### src/rtl/norm_pkg.sv
// Shared definitions for the row-granular norm datapath arbiter.
package norm_pkg;

    localparam int unsigned NORM_DATA_W = 128;

    typedef enum logic {
        ST_IDLE  = 1'b0,
        ST_GRANT = 1'b1
    } norm_state_e;

    // A 1-bit ID is still needed when there is only one requester.
    function automatic int unsigned clog2_min1(input int unsigned n);
        return (n < 2) ? 1 : $clog2(n);
    endfunction

endpackage

### src/rtl/norm_row_arbiter_if.sv
// AXI-Stream bundle: N_REQ requester streams in, one owner-tagged stream out to the datapath.
interface norm_row_arbiter_if
    import norm_pkg::*;
#(
    parameter int unsigned N_REQ  = 2,
    parameter int unsigned DATA_W = NORM_DATA_W,
    parameter int unsigned ID_W   = clog2_min1(N_REQ)
);

    logic [N_REQ*DATA_W-1:0] S_AXIS_TDATA;
    logic [N_REQ-1:0]        S_AXIS_TVALID;
    logic [N_REQ-1:0]        S_AXIS_TREADY;
    logic [DATA_W-1:0]       M_AXIS_TDATA;
    logic                    M_AXIS_TVALID;
    logic                    M_AXIS_TREADY;
    logic [ID_W-1:0]         M_AXIS_TUSER;
    logic                    M_AXIS_TLAST;

    // Environment side: requesters and the downstream datapath.
    modport master (
        output S_AXIS_TDATA,
        output S_AXIS_TVALID,
        input  S_AXIS_TREADY,
        input  M_AXIS_TDATA,
        input  M_AXIS_TVALID,
        output M_AXIS_TREADY,
        input  M_AXIS_TUSER,
        input  M_AXIS_TLAST
    );

    // Arbiter side.
    modport slave (
        input  S_AXIS_TDATA,
        input  S_AXIS_TVALID,
        output S_AXIS_TREADY,
        output M_AXIS_TDATA,
        output M_AXIS_TVALID,
        input  M_AXIS_TREADY,
        output M_AXIS_TUSER,
        output M_AXIS_TLAST
    );

endinterface

### src/rtl/norm_rr_pick.sv
// Combinational round-robin picker: first asserted request at or above rr_ptr, with wrap.
module norm_rr_pick
    import norm_pkg::*;
#(
    parameter int unsigned N_REQ = 2,
    parameter int unsigned ID_W  = clog2_min1(N_REQ)
) (
    input  logic [N_REQ-1:0] req_i,
    input  logic [ID_W-1:0]  rr_ptr_i,
    output logic             any_o,
    output logic [ID_W-1:0]  pick_id_o
);

    logic [ID_W-1:0] idx;

    // Scan from the farthest candidate back to rr_ptr so the closest one wins last.
    always_comb begin
        any_o     = 1'b0;
        pick_id_o = '0;
        idx       = '0;
        for (int k = N_REQ - 1; k >= 0; k--) begin
            idx = ID_W'((int'(rr_ptr_i) + k) % N_REQ);
            if (req_i[idx]) begin
                any_o     = 1'b1;
                pick_id_o = idx;
            end
        end
    end

endmodule

### src/rtl/norm_row_arbiter.sv
// Row-granular round-robin arbiter sharing one AXI-Stream norm datapath among N_REQ streams.
module norm_row_arbiter
    import norm_pkg::*;
#(
    parameter int unsigned N_REQ  = 2,
    parameter int unsigned DATA_W = NORM_DATA_W,
    parameter int unsigned CNT_W  = 16,
    parameter int unsigned ID_W   = clog2_min1(N_REQ)
) (
    input  logic             aclk,
    input  logic             arstn,
    input  logic [CNT_W-1:0] cfg_row_beats,
    input  logic             pause,
    norm_row_arbiter_if.slave axis,
    output logic             busy,
    output logic             row_done
);

    norm_state_e     state_q, state_d;
    logic [ID_W-1:0] rr_ptr_q, rr_ptr_d;
    logic [ID_W-1:0] grant_id_q, grant_id_d;
    logic [CNT_W-1:0] beat_cnt_q, beat_cnt_d;
    logic [CNT_W-1:0] row_len_q, row_len_d;
    logic            row_done_q, row_done_d;

    logic            pick_any;
    logic [ID_W-1:0] pick_id;
    logic            in_grant;
    logic            owner_valid;
    logic            hs;
    logic            last_beat;

    norm_rr_pick #(
        .N_REQ (N_REQ),
        .ID_W  (ID_W)
    ) u_pick (
        .req_i     (axis.S_AXIS_TVALID),
        .rr_ptr_i  (rr_ptr_q),
        .any_o     (pick_any),
        .pick_id_o (pick_id)
    );

    assign in_grant    = (state_q == ST_GRANT);
    assign owner_valid = axis.S_AXIS_TVALID[grant_id_q];
    assign hs          = in_grant & owner_valid & axis.M_AXIS_TREADY;
    assign last_beat   = (beat_cnt_q == row_len_q - CNT_W'(1));

    // Pass-through of the owner only; everything is held at zero outside GRANT.
    always_comb begin
        axis.M_AXIS_TVALID = 1'b0;
        axis.M_AXIS_TDATA  = '0;
        axis.M_AXIS_TUSER  = '0;
        axis.M_AXIS_TLAST  = 1'b0;
        axis.S_AXIS_TREADY = '0;
        if (in_grant) begin
            axis.M_AXIS_TVALID = owner_valid;
            axis.M_AXIS_TDATA  = axis.S_AXIS_TDATA[grant_id_q*DATA_W +: DATA_W];
            axis.M_AXIS_TUSER  = grant_id_q;
            axis.M_AXIS_TLAST  = last_beat;
            for (int i = 0; i < N_REQ; i++) begin
                axis.S_AXIS_TREADY[i] = (grant_id_q == ID_W'(i)) & axis.M_AXIS_TREADY;
            end
        end
    end

    always_comb begin
        state_d    = state_q;
        rr_ptr_d   = rr_ptr_q;
        grant_id_d = grant_id_q;
        beat_cnt_d = beat_cnt_q;
        row_len_d  = row_len_q;
        row_done_d = 1'b0;
        unique case (state_q)
            ST_IDLE: begin
                if (!pause && pick_any) begin
                    grant_id_d = pick_id;
                    row_len_d  = (cfg_row_beats == '0) ? CNT_W'(1) : cfg_row_beats;
                    beat_cnt_d = '0;
                    state_d    = ST_GRANT;
                end
            end
            ST_GRANT: begin
                if (hs) begin
                    beat_cnt_d = beat_cnt_q + CNT_W'(1);
                    if (last_beat) begin
                        state_d    = ST_IDLE;
                        rr_ptr_d   = (grant_id_q == ID_W'(N_REQ - 1)) ? '0
                                                                      : grant_id_q + ID_W'(1);
                        row_done_d = 1'b1;
                    end
                end
            end
            default: state_d = ST_IDLE;
        endcase
    end

    always_ff @(posedge aclk or negedge arstn) begin
        if (!arstn) begin
            state_q    <= ST_IDLE;
            rr_ptr_q   <= '0;
            grant_id_q <= '0;
            beat_cnt_q <= '0;
            row_len_q  <= '0;
            row_done_q <= 1'b0;
        end else begin
            state_q    <= state_d;
            rr_ptr_q   <= rr_ptr_d;
            grant_id_q <= grant_id_d;
            beat_cnt_q <= beat_cnt_d;
            row_len_q  <= row_len_d;
            row_done_q <= row_done_d;
        end
    end

    assign busy     = in_grant;
    assign row_done = row_done_q;

endmodule

### src/flat_wrapper.sv
// flat-port wrapper written by rule: the top's interface ports become plain ports
module norm_row_arbiter_flat import norm_pkg::*;
#(
    parameter int unsigned N_REQ  = 2,
    parameter int unsigned DATA_W = NORM_DATA_W,
    parameter int unsigned CNT_W  = 16,
    parameter int unsigned ID_W   = clog2_min1(N_REQ)
)
  (aclk, arstn, cfg_row_beats, pause, busy, row_done, axis_S_AXIS_TDATA, axis_S_AXIS_TVALID, axis_S_AXIS_TREADY, axis_M_AXIS_TDATA, axis_M_AXIS_TVALID, axis_M_AXIS_TREADY, axis_M_AXIS_TUSER, axis_M_AXIS_TLAST);
  norm_row_arbiter_if #(.N_REQ(N_REQ), .DATA_W(DATA_W), .ID_W(ID_W)) axis_i ();
  input  logic aclk;
  input  logic arstn;
  input  logic [CNT_W-1:0] cfg_row_beats;
  input  logic pause;
  output logic busy;
  output logic row_done;
  input wire logic [$bits(axis_i.S_AXIS_TDATA)-1:0] axis_S_AXIS_TDATA;
  input wire logic [$bits(axis_i.S_AXIS_TVALID)-1:0] axis_S_AXIS_TVALID;
  output wire logic [$bits(axis_i.S_AXIS_TREADY)-1:0] axis_S_AXIS_TREADY;
  output wire logic [$bits(axis_i.M_AXIS_TDATA)-1:0] axis_M_AXIS_TDATA;
  output wire logic [$bits(axis_i.M_AXIS_TVALID)-1:0] axis_M_AXIS_TVALID;
  input wire logic [$bits(axis_i.M_AXIS_TREADY)-1:0] axis_M_AXIS_TREADY;
  output wire logic [$bits(axis_i.M_AXIS_TUSER)-1:0] axis_M_AXIS_TUSER;
  output wire logic [$bits(axis_i.M_AXIS_TLAST)-1:0] axis_M_AXIS_TLAST;
  assign axis_i.S_AXIS_TDATA = axis_S_AXIS_TDATA;
  assign axis_i.S_AXIS_TVALID = axis_S_AXIS_TVALID;
  assign axis_S_AXIS_TREADY = axis_i.S_AXIS_TREADY;
  assign axis_M_AXIS_TDATA = axis_i.M_AXIS_TDATA;
  assign axis_M_AXIS_TVALID = axis_i.M_AXIS_TVALID;
  assign axis_i.M_AXIS_TREADY = axis_M_AXIS_TREADY;
  assign axis_M_AXIS_TUSER = axis_i.M_AXIS_TUSER;
  assign axis_M_AXIS_TLAST = axis_i.M_AXIS_TLAST;
  norm_row_arbiter #(.N_REQ(N_REQ), .DATA_W(DATA_W), .CNT_W(CNT_W), .ID_W(ID_W)) u_core (.aclk(aclk), .arstn(arstn), .cfg_row_beats(cfg_row_beats), .pause(pause), .axis(axis_i), .busy(busy), .row_done(row_done));
endmodule
### config.mk
export PLATFORM = sky130hd
export DESIGN_NAME = norm_row_arbiter_flat
export DESIGN_NICKNAME = d
export VERILOG_FILES = /design/src/rtl/norm_pkg.sv /design/src/rtl/norm_row_arbiter_if.sv /design/src/rtl/norm_rr_pick.sv /design/src/rtl/norm_row_arbiter.sv /design/src/flat_wrapper.sv
export SDC_FILE = /design/constraint.sdc
export NUM_CORES = 1
export LEC_CHECK = 0
export ABC_AREA = 1
export CAP_MARGIN = 40
export CORE_AREA = 2 2 159 161
export CTS_CLUSTER_DIAMETER = 50
export DETAILED_ROUTE_END_ITERATION = 8
export DIE_AREA = 0 0 161 163
export PLACE_DENSITY_LB_ADDON = 0.1
export SETUP_SLACK_MARGIN = 0.3
export SLEW_MARGIN = 30
export SYNTH_ARGS = -nofsm -noshare
export SYNTH_HDL_FRONTEND = slang
export SYNTH_SLANG_ARGS = --single-unit
### constraint.sdc
create_clock -name aclk -period 3.2 [get_ports aclk]
set_input_delay 0.64 -clock aclk [delete_from_list [all_inputs] [get_ports aclk]]
set_output_delay 0.64 -clock aclk [all_outputs]
set_load 0.01 [all_outputs]
## After elaboration in Yosys (flattened, before gate mapping)

Index checks and enable logic that the tools add are counted.

| operators by class | value |
|---|---|
| $add $sub $neg | 4 |
| magnitude comparators | 3 |
| equality and inequality tests | 3 |
| shift operators | 1 |
| muxes and demuxes | 27 |
| bitwise operators | 6 |
| reduce and logical (&&, ||, !) cells | 6 |

Operators with widths:

| operator | number |
|---|---|
| variable part select 256 x 9 -> 128 bit | 1 |
| 2-to-1 mux 128 bit | 1 |
| 2-to-1 mux 16 bit | 3 |
| one-hot mux 16 bit (2 select lines) | 1 |
| 2-to-1 mux 1 bit | 20 |
| adder 16 x 1 -> 16 bit (second input constant) | 1 |
| == test 16 bit | 1 |
| zero test 16 bit | 1 |
| subtractor 16 x 1 -> 16 bit (second input constant) | 1 |
| less-than comparator 1 x 2 -> 1 bit (second input constant) | 3 |
| AND 1 bit | 4 |
| AND reduction 2 bit | 2 |
| AND reduction 3 bit | 1 |
| adder 1 bit (second input constant) | 2 |
| 2-to-1 mux 2 bit | 1 |
| inequality test 2 x 1 -> 1 bit (second input constant) | 1 |
| inequality test 2 bit (second input constant) | 1 |
| NOT 1 bit | 2 |
| one-hot mux 1 bit (2 select lines) | 1 |
| logical AND 1 bit | 1 |
| zero test 1 bit | 1 |

| storage, ports and cells | value |
|---|---|
| flip-flop bits (word level) | 36 |
| output and inout bits | 135 |
| word-level logic and storage cells | 56 |

## Depth between registers and ports, before layout

Gate-level depths: netlist (run 1).

| logic depth | value |
|---|---|
| depth after elaboration | 8 |
| mapped depth | 14 |
| gate-level depth less buffers | 14 |

## Modules after synthesis

From an unflattened synthesis (run 1), not the netlist that was laid out.

| unflattened totals | value |
|---|---|
| cell total of the unflattened synthesis | 540 |
| area, all modules | 3737.3 sq um |

By module, submodules not included:

| module | instances | cells each | area each (sq um) | sequential area each (sq um) |
|---|---|---|---|---|
| norm_row_arbiter | 1 | 536 | 3718.6 | 900.9 |
| norm_rr_pick | 1 | 4 | 18.8 | 0.0 |

## Worst setup path after synthesis (run 1)

OpenSTA, ideal clock, no wires.

| timing path | value |
|---|---|
| path type | flip-flop to output port |
| start | register u_core.row_len_q[0] |
| end | output port axis_M_AXIS_TLAST |
| arrival | 1.602 ns |
| required time | 2.560 ns |
| path slack | 0.958 ns |
| cell stages (with the launch flop) | 13 |
| buffers on the path | 0 |
| cell sequence | dfrtp_1 inv_1 ha_1 nand2_1 nor2_2 nand2_1 nand2_1 nand2_1 nor2_1 nand2_1 nor2_1 nand3_1 nor2_1 |

| on the way | value |
|---|---|
| word-level cells in the longest chain between the ends | 3 |

Ends and longest elaborated chain:

| element | line | text |
|---|---|---|
| from (decl) | norm_row_arbiter.sv:23 | `logic [CNT_W-1:0] row_len_q, row_len_d;` |
| from (signal assigned) | norm_row_arbiter.sv:110 | `row_len_q <= row_len_d;` |
| subtractor 16 x 1 -> 16 bit | norm_row_arbiter.sv:46 | `assign last_beat = (beat_cnt_q == row_len_q - CNT_W'(1));` |
| == test 16 bit | norm_row_arbiter.sv:46 |  |
| 2-to-1 mux 1 bit | norm_row_arbiter.sv:55 | `if (in_grant) begin` |
| to (decl) | flat_wrapper.sv:24 | `output wire logic [$bits(axis_i.M_AXIS_TLAST)-1:0] axis_M_AXIS_TLAST;` |

Every way passes these cells.

## Worst setup path in the final report (run 1)

| timing path | value |
|---|---|
| start | register u_core.grant_id_q |
| end | output port axis_M_AXIS_TDATA[15] |

| on the way | value |
|---|---|
| word-level cells in the longest chain between the ends | 2 |

Ends and longest elaborated chain:

| element | line | text |
|---|---|---|
| from (decl) | norm_row_arbiter.sv:21 | `logic [ID_W-1:0] grant_id_q, grant_id_d;` |
| from (signal assigned) | norm_row_arbiter.sv:108 | `grant_id_q <= grant_id_d;` |
| variable part select 256 x 9 -> 128 bit | norm_row_arbiter.sv:57 | `axis.M_AXIS_TDATA = axis.S_AXIS_TDATA[grant_id_q*DATA_W +: DATA_W];` |
| 2-to-1 mux 128 bit | norm_row_arbiter.sv:55 |  |
| to (decl) | flat_wrapper.sv:20 | `output wire logic [$bits(axis_i.M_AXIS_TDATA)-1:0] axis_M_AXIS_TDATA;` |

Every way passes these cells.

==> results of run 1 <==
-- cell usage in the layout (no fill, tap or decap), types with 5 or more instances in the layout --
master and n:
xor2_1 10, nand2_2 5, nor2_4 7, xnor2_1 8, nand3_1 33, nor2_2 5
clkbuf_16 7, nor2_1 37, a22o_1 128, clkdlybuf4s50_1 409, inv_1 43, o21ai_0 14
buf_4 14, nor3_1 9, nor4_1 5, nand4_1 9, dfrtp_1 35, a21oi_1 7
nand2_1 123
-- how the worst min path moves through the flow --
| stage | slack [ns] | from | end | depth (start not counted) |
|---|---|---|---|---|
| CTS | 0.48 | u_core.rr_ptr_q | u_core.rr_ptr_q | 2 |
| global route | 0.53 | u_core.row_len_q[15] | u_core.row_len_q[15] | 2 |
| detailed placement | 0.47 | u_core.rr_ptr_q | u_core.rr_ptr_q | 2 |
| finish | 0.48 | u_core.rr_ptr_q | u_core.rr_ptr_q | 2 |
| floorplan | 0.34 | arstn | u_core.beat_cnt_q[0] | 0 |
| global placement | 0.47 | u_core.rr_ptr_q | u_core.rr_ptr_q | 2 |
-- state kept, by name, summed over array words and instances, names as in the netlist --
| register | count |
|---|---|
| u_core.busy | 1 |
| u_core.row_len_q | 16 |
| u_core.row_done | 1 |
| u_core.rr_ptr_q | 1 |
| u_core.beat_cnt_q | 16 |
| u_core.grant_id_q | 1 |
-- repair_timing --
action / in CTS / in global routing
pin swaps: 0 / 3
resized for setup: 6 / 11
hold buffers: 0 / 0
setup buffers: 0 / 5
endpoints found under the setup margin: 128 / 91
cloned: 2 / 2
-- report_power, final --
part / internal [mW] / total [mW] / switching [mW]
clock: 0.275 / 0.458 / 0.182
combinational: 2.49 / 4.82 / 2.33
sequential: 0.615 / 0.862 / 0.246
-- area by class of cell --
type / instances / area [sq um] / share of cell area [%]
repair buffers: 434 / 4440 / 51.5
inverters: 49 / 190 / 2.21
diodes: 3 / 7.51 / 0.0871
clock buffers: 5 / 125 / 1.45
well taps: 330 / 413 / 4.79
multi-input cells: 413 / 2540 / 29.5
flip-flops and latches: 36 / 902 / 10.5
-- cell families (layout without fill, tap and decap cells) --
family	Yosys count	in the layout	synth area share, %
AO/OA/AOI/OAI	157	157	34.0
AND/OR/NAND/NOR	236	236	27.6
flip-flops	36	36	23.8
adder cells (fa/ha/maj)	2	2	0.662
other	0	3	0
XOR/XNOR	18	18	4.17
buffers and inverters	86	488	9.70
-- critical path, stage by stage (launching register included) --
cell,delay (ns)
dfrtp_1,0.46
nand2_1,0.14
inv_4,0.23
buf_4,0.25
a22o_1,0.21
clkdlybuf4s50_1,0.62
-- routing by layer --
| layer | vias up | global-route usage, % |
|---|---|---|
| met3 | 22 | 9.27 |
| met2 | 254 | 34.8 |
| met1 | 2567 | 32.7 |
| met5 | - | 0 |
| met4 | 12 | 2.52 |
| li1 | 2703 | - |
-- metrics by stage --
step	std cells	setup slack, ns	hold WS [ns]
global route	1270	0.249	0.530
CTS	1260	0.250	0.485
finish	1270	0.374	0.481
detailed placement	1253	0.217	0.470
global placement	1253	0.233	0.470
floorplan	535	0.958	0.344
==> results.sh, run 1 <==
export IMPL_status="finished, final reports clean"
export IMPL_synthTopCellsByArea="a22o_1, dfrtp_1, nand2_1"
export IMPL_row_count=58
export IMPL_netlist_area_sq_um=3780
export IMPL_cap_violations=0
export IMPL_slew_violations=0
export IMPL_async_reset_ff_share_pct=100
export IMPL_setup_violations=0
export IMPL_drtIter0Drc=334
export IMPL_grt_setup_unrepaired="yes"
export IMPL_routedWlPerCell_um=25.9
export IMPL_cts_sinks=36
export IMPL_dp_final_hpwl_mm=28.3
export IMPL_placed_area_sq_um=8270
export IMPL_synth_avg_cell_area_sq_um=7.07
export IMPL_crit_required_ns=2.56
export IMPL_rrSetupSlack_ns=1.01
export IMPL_hold_class="register to register"
export IMPL_pin_count=413
export IMPL_die_height_um=163
export IMPL_finalSetupTns_ns=0
export IMPL_drc_errors=0
export IMPL_ir_worst_vdd_mv=0.267
export IMPL_rr_startpoint="u_core.grant_id_q"
export IMPL_finish_utilization_pct=34.9
export IMPL_grt_util_all_layers_pct=23.4
export IMPL_yosysMostFrequentCell="a22o_1"
export IMPL_synth_flop_cell="dfrtp_1"
export IMPL_synth_common_cells="a22o_1, nand2_1, inv_1, nor2_1, dfrtp_1"
export IMPL_antenna_found_initial=9
export IMPL_htree_levels=2
export IMPL_cp_end_kind="primary output"
export IMPL_routed_via_density=4.38
export IMPL_worstPathMaxFanout=13
export IMPL_final_cell_area_sq_um=8620
export IMPL_grt_pass1_wl_mm=42.9
export IMPL_yosys_area_top_type="a22o_1"
export IMPL_vias=5558
export IMPL_max_freq_ghz=0.354
export IMPL_clkTransAtPathRegs_ns=0.05
export IMPL_total_power_mw=6.14
export IMPL_ys_types=33
export IMPL_portBuffers=412
export IMPL_routed_top_layer="met5"
export IMPL_start_util_pct=15.3
export IMPL_synth_fp_nets=815
export IMPL_post_route_min_period_ns=2.83
export IMPL_cp_arrival_ns=2.19
export IMPL_fin_nets=1219
export IMPL_slew_headroom_pct=64.7
export IMPL_synth_edf_count=0
export IMPL_firstDrtPassIters=4
export IMPL_crit_path_end="axis_M_AXIS_TDATA[15]"
export IMPL_area_growth_pct=128
export IMPL_drt_total_wl_mm=32.8
export IMPL_worstSetupPathType="register to primary output"
export IMPL_finClkSkew_ns=0.00570
export IMPL_leakage_nw=3.73
export IMPL_fp_dieW_um=161
export IMPL_hold_viol_final=0
export IMPL_yosysSeqAreaShare_pct=23.8
export IMPL_r2r_cells=14
export IMPL_clockBufferDepth=2
export IMPL_synthCells=535
export IMPL_place_congestion=0.838
export IMPL_synth_seq_cells=36
export IMPL_drive_gt1_share_pct=5.87
export IMPL_antenna_left=0
export IMPL_met1_length_mm=14.9
export IMPL_tightest_slew_ns=0.524
export IMPL_powerDensity_nw_per_um2=712
export IMPL_cts_tree="done"
export IMPL_period_share_pct=88.3
export IMPL_fill_cells=2621
export IMPL_synth_top_cell_area_share_pct=29.6
export IMPL_reg2reg_to="u_core.beat_cnt_q[9]"
export IMPL_grt_max_degree=50
export IMPL_yosys_warnings=0
export IMPL_core_sq_um=24700
export IMPL_critPathLaunch="u_core.grant_id_q"
export IMPL_clockRootBuffer="clkbuf_16"
export IMPL_cts_made_buffers=5
export IMPL_grt_pass1_vias=5506
export IMPL_met3_length_mm=3.47
export IMPL_clock_latency_ns=0.28
export IMPL_dr_wl_met2_mm=14.2
export IMPL_start_kind="register"
export IMPL_grt_overflow=0
export IMPL_die_area_sq_um=26200
Note: power is estimated with default switching activity, not from simulation.
==> run 2, diff against run 1 <==
--- a/config.mk
+++ b/config.mk
@@ -10,4 +10,5 @@
 export CORE_AREA = 2 2 159 161
 export CTS_CLUSTER_DIAMETER = 50
+export CTS_CLUSTER_SIZE = 10
 export DETAILED_ROUTE_END_ITERATION = 8
 export DIE_AREA = 0 0 161 163
==> constraint.sdc (replaced) <==
create_clock -name aclk -period 3.2 [get_ports aclk]
set_input_delay 0.64 -clock aclk [delete_from_list [all_inputs] [get_ports aclk]]
set_output_delay 0.64 -clock aclk [all_outputs]
set_load 0.02 [all_outputs]
==> run 2 against run 1 <==
Against the previous run:
- die area did not move
- largest power group unchanged
- routed wire length is 0.65% higher
- setup slack worse by 0.0094 ns
- register-to-register slack lost 0.15 ns
- sequential power fell by 2%
- critical endpoint is now axis_M_AXIS_TLAST
- sequential share of layout area down 0.23 points
- clock power grew 10%
- count of clock-buffer cells in the layout rose by 3
- utilization up 0.73 points
- critical path depth rose by 5
- first-iteration DRC count increased by 10%
- final area grew 2.1%
==> results.sh, run 2 (same netlist as run 1, synthesis figures left out) <==
export IMPL_tightest_slew_ns=0.515
export IMPL_routedWlPerCell_um=25.9
export IMPL_clock_latency_ns=0.28
export IMPL_post_route_min_period_ns=2.84
export IMPL_r2r_cells=14
export IMPL_die_area_sq_um=26200
export IMPL_grt_max_degree=42
export IMPL_worstSetupPathType="register to primary output"
export IMPL_die_height_um=163
export IMPL_reg_top3="u_core.beat_cnt_q x16, u_core.row_len_q x16"
export IMPL_setup_violations=0
export IMPL_grt_util_all_layers_pct=23.4
export IMPL_cts_tree="done"
export IMPL_portBuffers=412
export IMPL_cp_arrival_ns=2.20
export IMPL_multi_input_area_sq_um=2530
export IMPL_finalSetupTns_ns=0
export IMPL_final_cell_area_sq_um=8800
export IMPL_place_congestion=0.864
export IMPL_grt_overflow=0
export IMPL_dp_final_hpwl_mm=28.6
export IMPL_clkTransAtPathRegs_ns=0.06
export IMPL_critPathLaunch="u_core.row_len_q[0]"
export IMPL_layout_setup_ws_ns=0.365
export IMPL_powerDensity_nw_per_um2=731
export IMPL_layout_common_cells="clkdlybuf4s50_1, a22o_1, nand2_1, dlymetal6s2s_1, inv_1"
export IMPL_row_count=58
export IMPL_grt_pass1_wl_mm=42.8
export IMPL_ff_latch_area_sq_um=901
export IMPL_leakage_nw=4.72
export IMPL_hold_class="register to register"
export IMPL_rr_startpoint="u_core.busy"
export IMPL_worstPathMaxFanout=7
export IMPL_firstDrtPassIters=5
export IMPL_fin_nets=1221
export IMPL_ctsHoldBuffers=0
export IMPL_cap_violations=0
export IMPL_cts_made_buffers=5
export IMPL_slew_violations=0
export IMPL_clockBufferDepth=2
export IMPL_hold_end="u_core.rr_ptr_q"
export IMPL_min_path_cells=2
export IMPL_vias=5620
export IMPL_fill_cells=2582
export IMPL_pin_count=413
export IMPL_antenna_found_initial=16
export IMPL_status="finished, final reports clean"
export IMPL_grt_pass1_vias=5496
export IMPL_rrSetupSlack_ns=0.86
export IMPL_htree_levels=2
export IMPL_max_freq_ghz=0.353
export IMPL_drt_total_wl_mm=33.1
export IMPL_finClkSkew_ns=0.00420
export IMPL_cts_sinks=36
export IMPL_ir_worst_vdd_mv=0.336
export IMPL_holdCritStartpoint="u_core.rr_ptr_q"
export IMPL_area_growth_pct=133
export IMPL_slew_headroom_pct=65.6
export IMPL_crit_required_ns=2.56
export IMPL_core_sq_um=24700
export IMPL_antenna_left=0
export IMPL_routed_via_density=4.40
export IMPL_placed_area_sq_um=8370
export IMPL_fp_dieW_um=161
export IMPL_drc_errors=0
export IMPL_grt_setup_unrepaired="yes"
export IMPL_final_common_cell="clkdlybuf4s50_1"
export IMPL_cp_end_kind="primary output"
export IMPL_start_util_pct=15.3
export IMPL_reg2reg_to="u_core.beat_cnt_q[9]"
export IMPL_dpl_worst_slack_ns=0.129
export IMPL_hold_viol_final=0
export IMPL_finish_utilization_pct=35.7
export IMPL_drive_gt1_share_pct=6.16
export IMPL_start_kind="register"
export IMPL_drtIter0Drc=369
export IMPL_period_share_pct=88.6
export IMPL_clockRootBuffer="clkbuf_16"
[run 2: worst max-delay path by stage]
| stage | endpoint | cells after the start |
|---|---|---|
| global route | axis_M_AXIS_TLAST | 15 |
| CTS | axis_M_AXIS_TLAST | 13 |
| global placement | axis_M_AXIS_TLAST | 13 |
| floorplan | axis_M_AXIS_TLAST | 12 |
| finish | axis_M_AXIS_TLAST | 10 |
| detailed placement | axis_M_AXIS_TLAST | 13 |
[run 2: final cells by class]
| cell class | instances | area share (%) |
|---|---|---|
| Sequential cell | 36 | 10.2 |
| Multi-Input combinational cell | 413 | 28.8 |
| Tap cell | 330 | 4.69 |
| Clock buffer | 8 | 1.66 |
| Antenna cell | 6 | 0.171 |
| Inverter | 49 | 2.19 |
| Timing Repair Buffer | 436 | 52.3 |
[run 2: worst max-delay path, stage by stage, from the launching register on]
cell	delay (ns)
dfrtp_1	0.38
inv_1	0.15
nand2_1	0.20
nor2_4	0.23
nand3_1	0.13
a21boi_0	0.18
nand3_1	0.10
nor2_1	0.11
nand3_1	0.11
nor2_1	0.14
buf_4	0.17
[run 2: power breakdown]
group          internal [mW]  total [mW]  switching, mW  leakage, nW
logic                   2.28        5.08           2.80         4.18
registers              0.615       0.844          0.229        0.464
clock network          0.311       0.504          0.193       0.0712
[run 2: per-stage QoR]
| step | hold WS (ns) | cells | power, mW |
|---|---|---|---|
| after floorplan | 0.344 | 535 | 3.53 |
| after global placement | 0.477 | 1260 | 6.01 |
| after detailed placement | 0.486 | 1260 | 5.98 |
| after CTS | 0.502 | 1272 | 6.53 |
| after global routing | 0.528 | 1275 | 6.85 |
| final | 0.497 | 1278 | 6.43 |
[run 2: per-layer routing]
metal | up-vias | GRT usage (%) | wire length [um]
met1 | 2580 | 32.4 | 15300
li1 | 2711 | - | -
met5 | - | 0 | 55
met2 | 288 | 35.6 | 14200
met3 | 33 | 8.96 | 3160
met4 | 8 | 2.64 | 330
[run 2: repair_timing]
item,in CTS,in global routing
gates resized for setup,34,91
cloned,2,0
endpoints found under the setup margin,67,92
setup buffers,2,0
==> run 3, diff against run 2 <==
- CELL_PAD_IN_SITES_DETAIL_PLACEMENT: default -> 1
- CELL_PAD_IN_SITES_GLOBAL_PLACEMENT: default -> 2
- CORE_AREA: 2 2 159 161 -> 2 2 168 170
- CTS_CLUSTER_SIZE: 10 -> default
- DIE_AREA: 0 0 161 163 -> 0 0 170 172
==> run 3 against run 2 <==
Against the previous run:
- hold slack worse by 0.19 ns
- fmax barely moved
- non-clock buffer count is 1 higher
- clock power is 4% higher
==> results.sh, run 3 (same netlist as run 1, synthesis figures left out) <==
export IMPL_drive_gt1_share_pct=7.64
export IMPL_post_route_min_period_ns=2.84
export IMPL_cp_end_kind="primary output"
export IMPL_row_count=61
export IMPL_rrSetupSlack_ns=0.98
export IMPL_clockBufferDepth=2
export IMPL_start_kind="input pin"
export IMPL_htree_levels=2
export IMPL_clkTransAtPathRegs_ns=0.06
export IMPL_finalSetupTns_ns=0
export IMPL_clock_latency_ns=0.28
export IMPL_fp_dieW_um=170
export IMPL_dp_final_hpwl_mm=27.4
export IMPL_period_share_pct=88.6
export IMPL_fin_cells=1295
export IMPL_cts_tree="done"
export IMPL_total_power_mw=6.63
export IMPL_drtIter0Drc=224
export IMPL_crit_required_ns=2.56
export IMPL_firstDrtPassIters=4
export IMPL_grt_setup_unrepaired="yes"
export IMPL_cts_made_buffers=5
export IMPL_vias=5549
export IMPL_drc_errors=0
export IMPL_slowest_stage="clkdlybuf4s50_1"
export IMPL_setup_violations=0
export IMPL_start_util_pct=13.8
export IMPL_hold_viol_final=0
export IMPL_clockRootBuffer="clkbuf_16"
export IMPL_die_height_um=172
export IMPL_routedWlPerCell_um=24.4
export IMPL_crit_path_frequent_cell="clkdlybuf4s50_1"
export IMPL_hold_class="input pin to asynchronous set/reset pin"
export IMPL_leakage_nw=4.09
export IMPL_cp_arrival_ns=2.20
export IMPL_layout_common_cells="clkdlybuf4s50_1, a22o_1, nand2_1, inv_1, dfrtp_1"
export IMPL_grt_overflow=0
export IMPL_max_freq_ghz=0.353
export IMPL_tightest_slew_ns=0.780
export IMPL_area_growth_pct=131
export IMPL_portBuffers=412
export IMPL_slew_headroom_pct=47.9
export IMPL_ir_worst_vdd_mv=0.332
export IMPL_cts_sinks=36
export IMPL_drt_total_wl_mm=31.6
export IMPL_rr_startpoint="u_core.grant_id_q"
export IMPL_antenna_found_initial=8
export IMPL_grt_pass1_vias=5801
export IMPL_placed_area_sq_um=8380
export IMPL_final_common_cell="clkdlybuf4s50_1"
export IMPL_ctsHoldBuffers=0
export IMPL_finClkSkew_ns=0.00287
export IMPL_powerDensity_nw_per_um2=758
export IMPL_routed_via_density=4.28
export IMPL_core_sq_um=27500
export IMPL_crit_chain="clkdlybuf4s50_1 -> inv_1 -> nor2_1 -> clkdlybuf4s50_1"
export IMPL_die_area_sq_um=29200
export IMPL_slew_violations=0
export IMPL_dp_cells=1276
export IMPL_grt_max_degree=48
export IMPL_pin_count=413
export IMPL_worstPathMaxFanout=2
export IMPL_worstSetupPathType="input pin to primary output"
export IMPL_grt_pass1_wl_mm=41.7
export IMPL_r2r_cells=13
export IMPL_fin_nets=1223
export IMPL_cap_violations=0
export IMPL_final_cell_area_sq_um=8740
export IMPL_place_congestion=0.797
export IMPL_grt_util_all_layers_pct=20.0
export IMPL_reg_top3="u_core.beat_cnt_q x16, u_core.row_len_q x16"
export IMPL_reg2reg_to="u_core.beat_cnt_q[9]"
export IMPL_antenna_left=0
export IMPL_critPathMaxStageDelay_ns=0.67
export IMPL_status="finished, final reports clean"
export IMPL_fill_cells=3259
[run 3: how the worst max path moves through the flow]
stage | start | to | slack (ns) | depth (start not counted)
3_3_place_gp | u_core.row_len_q[0] | axis_M_AXIS_TLAST | 0.10 | 15
4_1_cts | u_core.row_len_q[0] | axis_M_AXIS_TLAST | 0.27 | 15
2_1_floorplan | u_core.row_len_q[0] | axis_M_AXIS_TLAST | 0.84 | 12
5_1_grt | u_core.row_len_q[0] | axis_M_AXIS_TLAST | 0.26 | 15
6_report | axis_M_AXIS_TREADY | axis_S_AXIS_TREADY[1] | 0.36 | 4
3_5_place_dp | u_core.row_len_q[0] | axis_M_AXIS_TLAST | 0.07 | 15
[run 3: critical path: cells and delay by family]
family / cells / cell delay, ns
buf+inv: 3 / 1.26
simple gates: 1 / 0.29
[run 3: timing repair]
item / CTS / global route
setup endpoints to repair: 80 / 73
hold endpoints to repair: 0 / 0
pin swaps: 0 / 2
cloned: 1 / 1
buffers inserted: 0 / 4
resized for setup: 12 / 48
[run 3: metal layers]
metal	part of all wire, %	track usage, %	vias to the layer above
met5	0.085	0	-
met4	1.3	4.91	4
met3	7.0	6.02	20
met2	49	33.8	181
met1	43	24.9	2630
li1	-	-	2714
[run 3: cell type report]
cell class / count / area [sq um] / share of cell area [%]
Antenna cell: 6 / 15.0 / 0.172
Clock buffer: 7 / 153 / 1.75
Inverter: 49 / 195 / 2.23
Multi-Input combinational cell: 413 / 2550 / 29.2
Sequential cell: 36 / 901 / 10.3
Tap cell: 346 / 433 / 4.95
Timing Repair Buffer: 437 / 4490 / 51.3
Timing Repair inverter: 1 / 3.75 / 0.0429
[run 3: per-stage QoR]
stage	hold WS (ns)	worst slack (ns)	util (%)
after floorplan	0.344	0.835	-
final	0.308	0.364	31.8
after CTS	0.328	0.266	31.1
after detailed placement	0.476	0.0696	30.5
after global routing	0.345	0.258	31.8
after global placement	0.469	0.101	30.4
[run 3: report_power, final]
| part | leakage (nW) | internal (mW) | switching, mW |
|---|---|---|---|
| combinational | 3.55 | 2.40 | 2.84 |
| clock | 0.0760 | 0.327 | 0.195 |
| sequential | 0.464 | 0.615 | 0.247 |
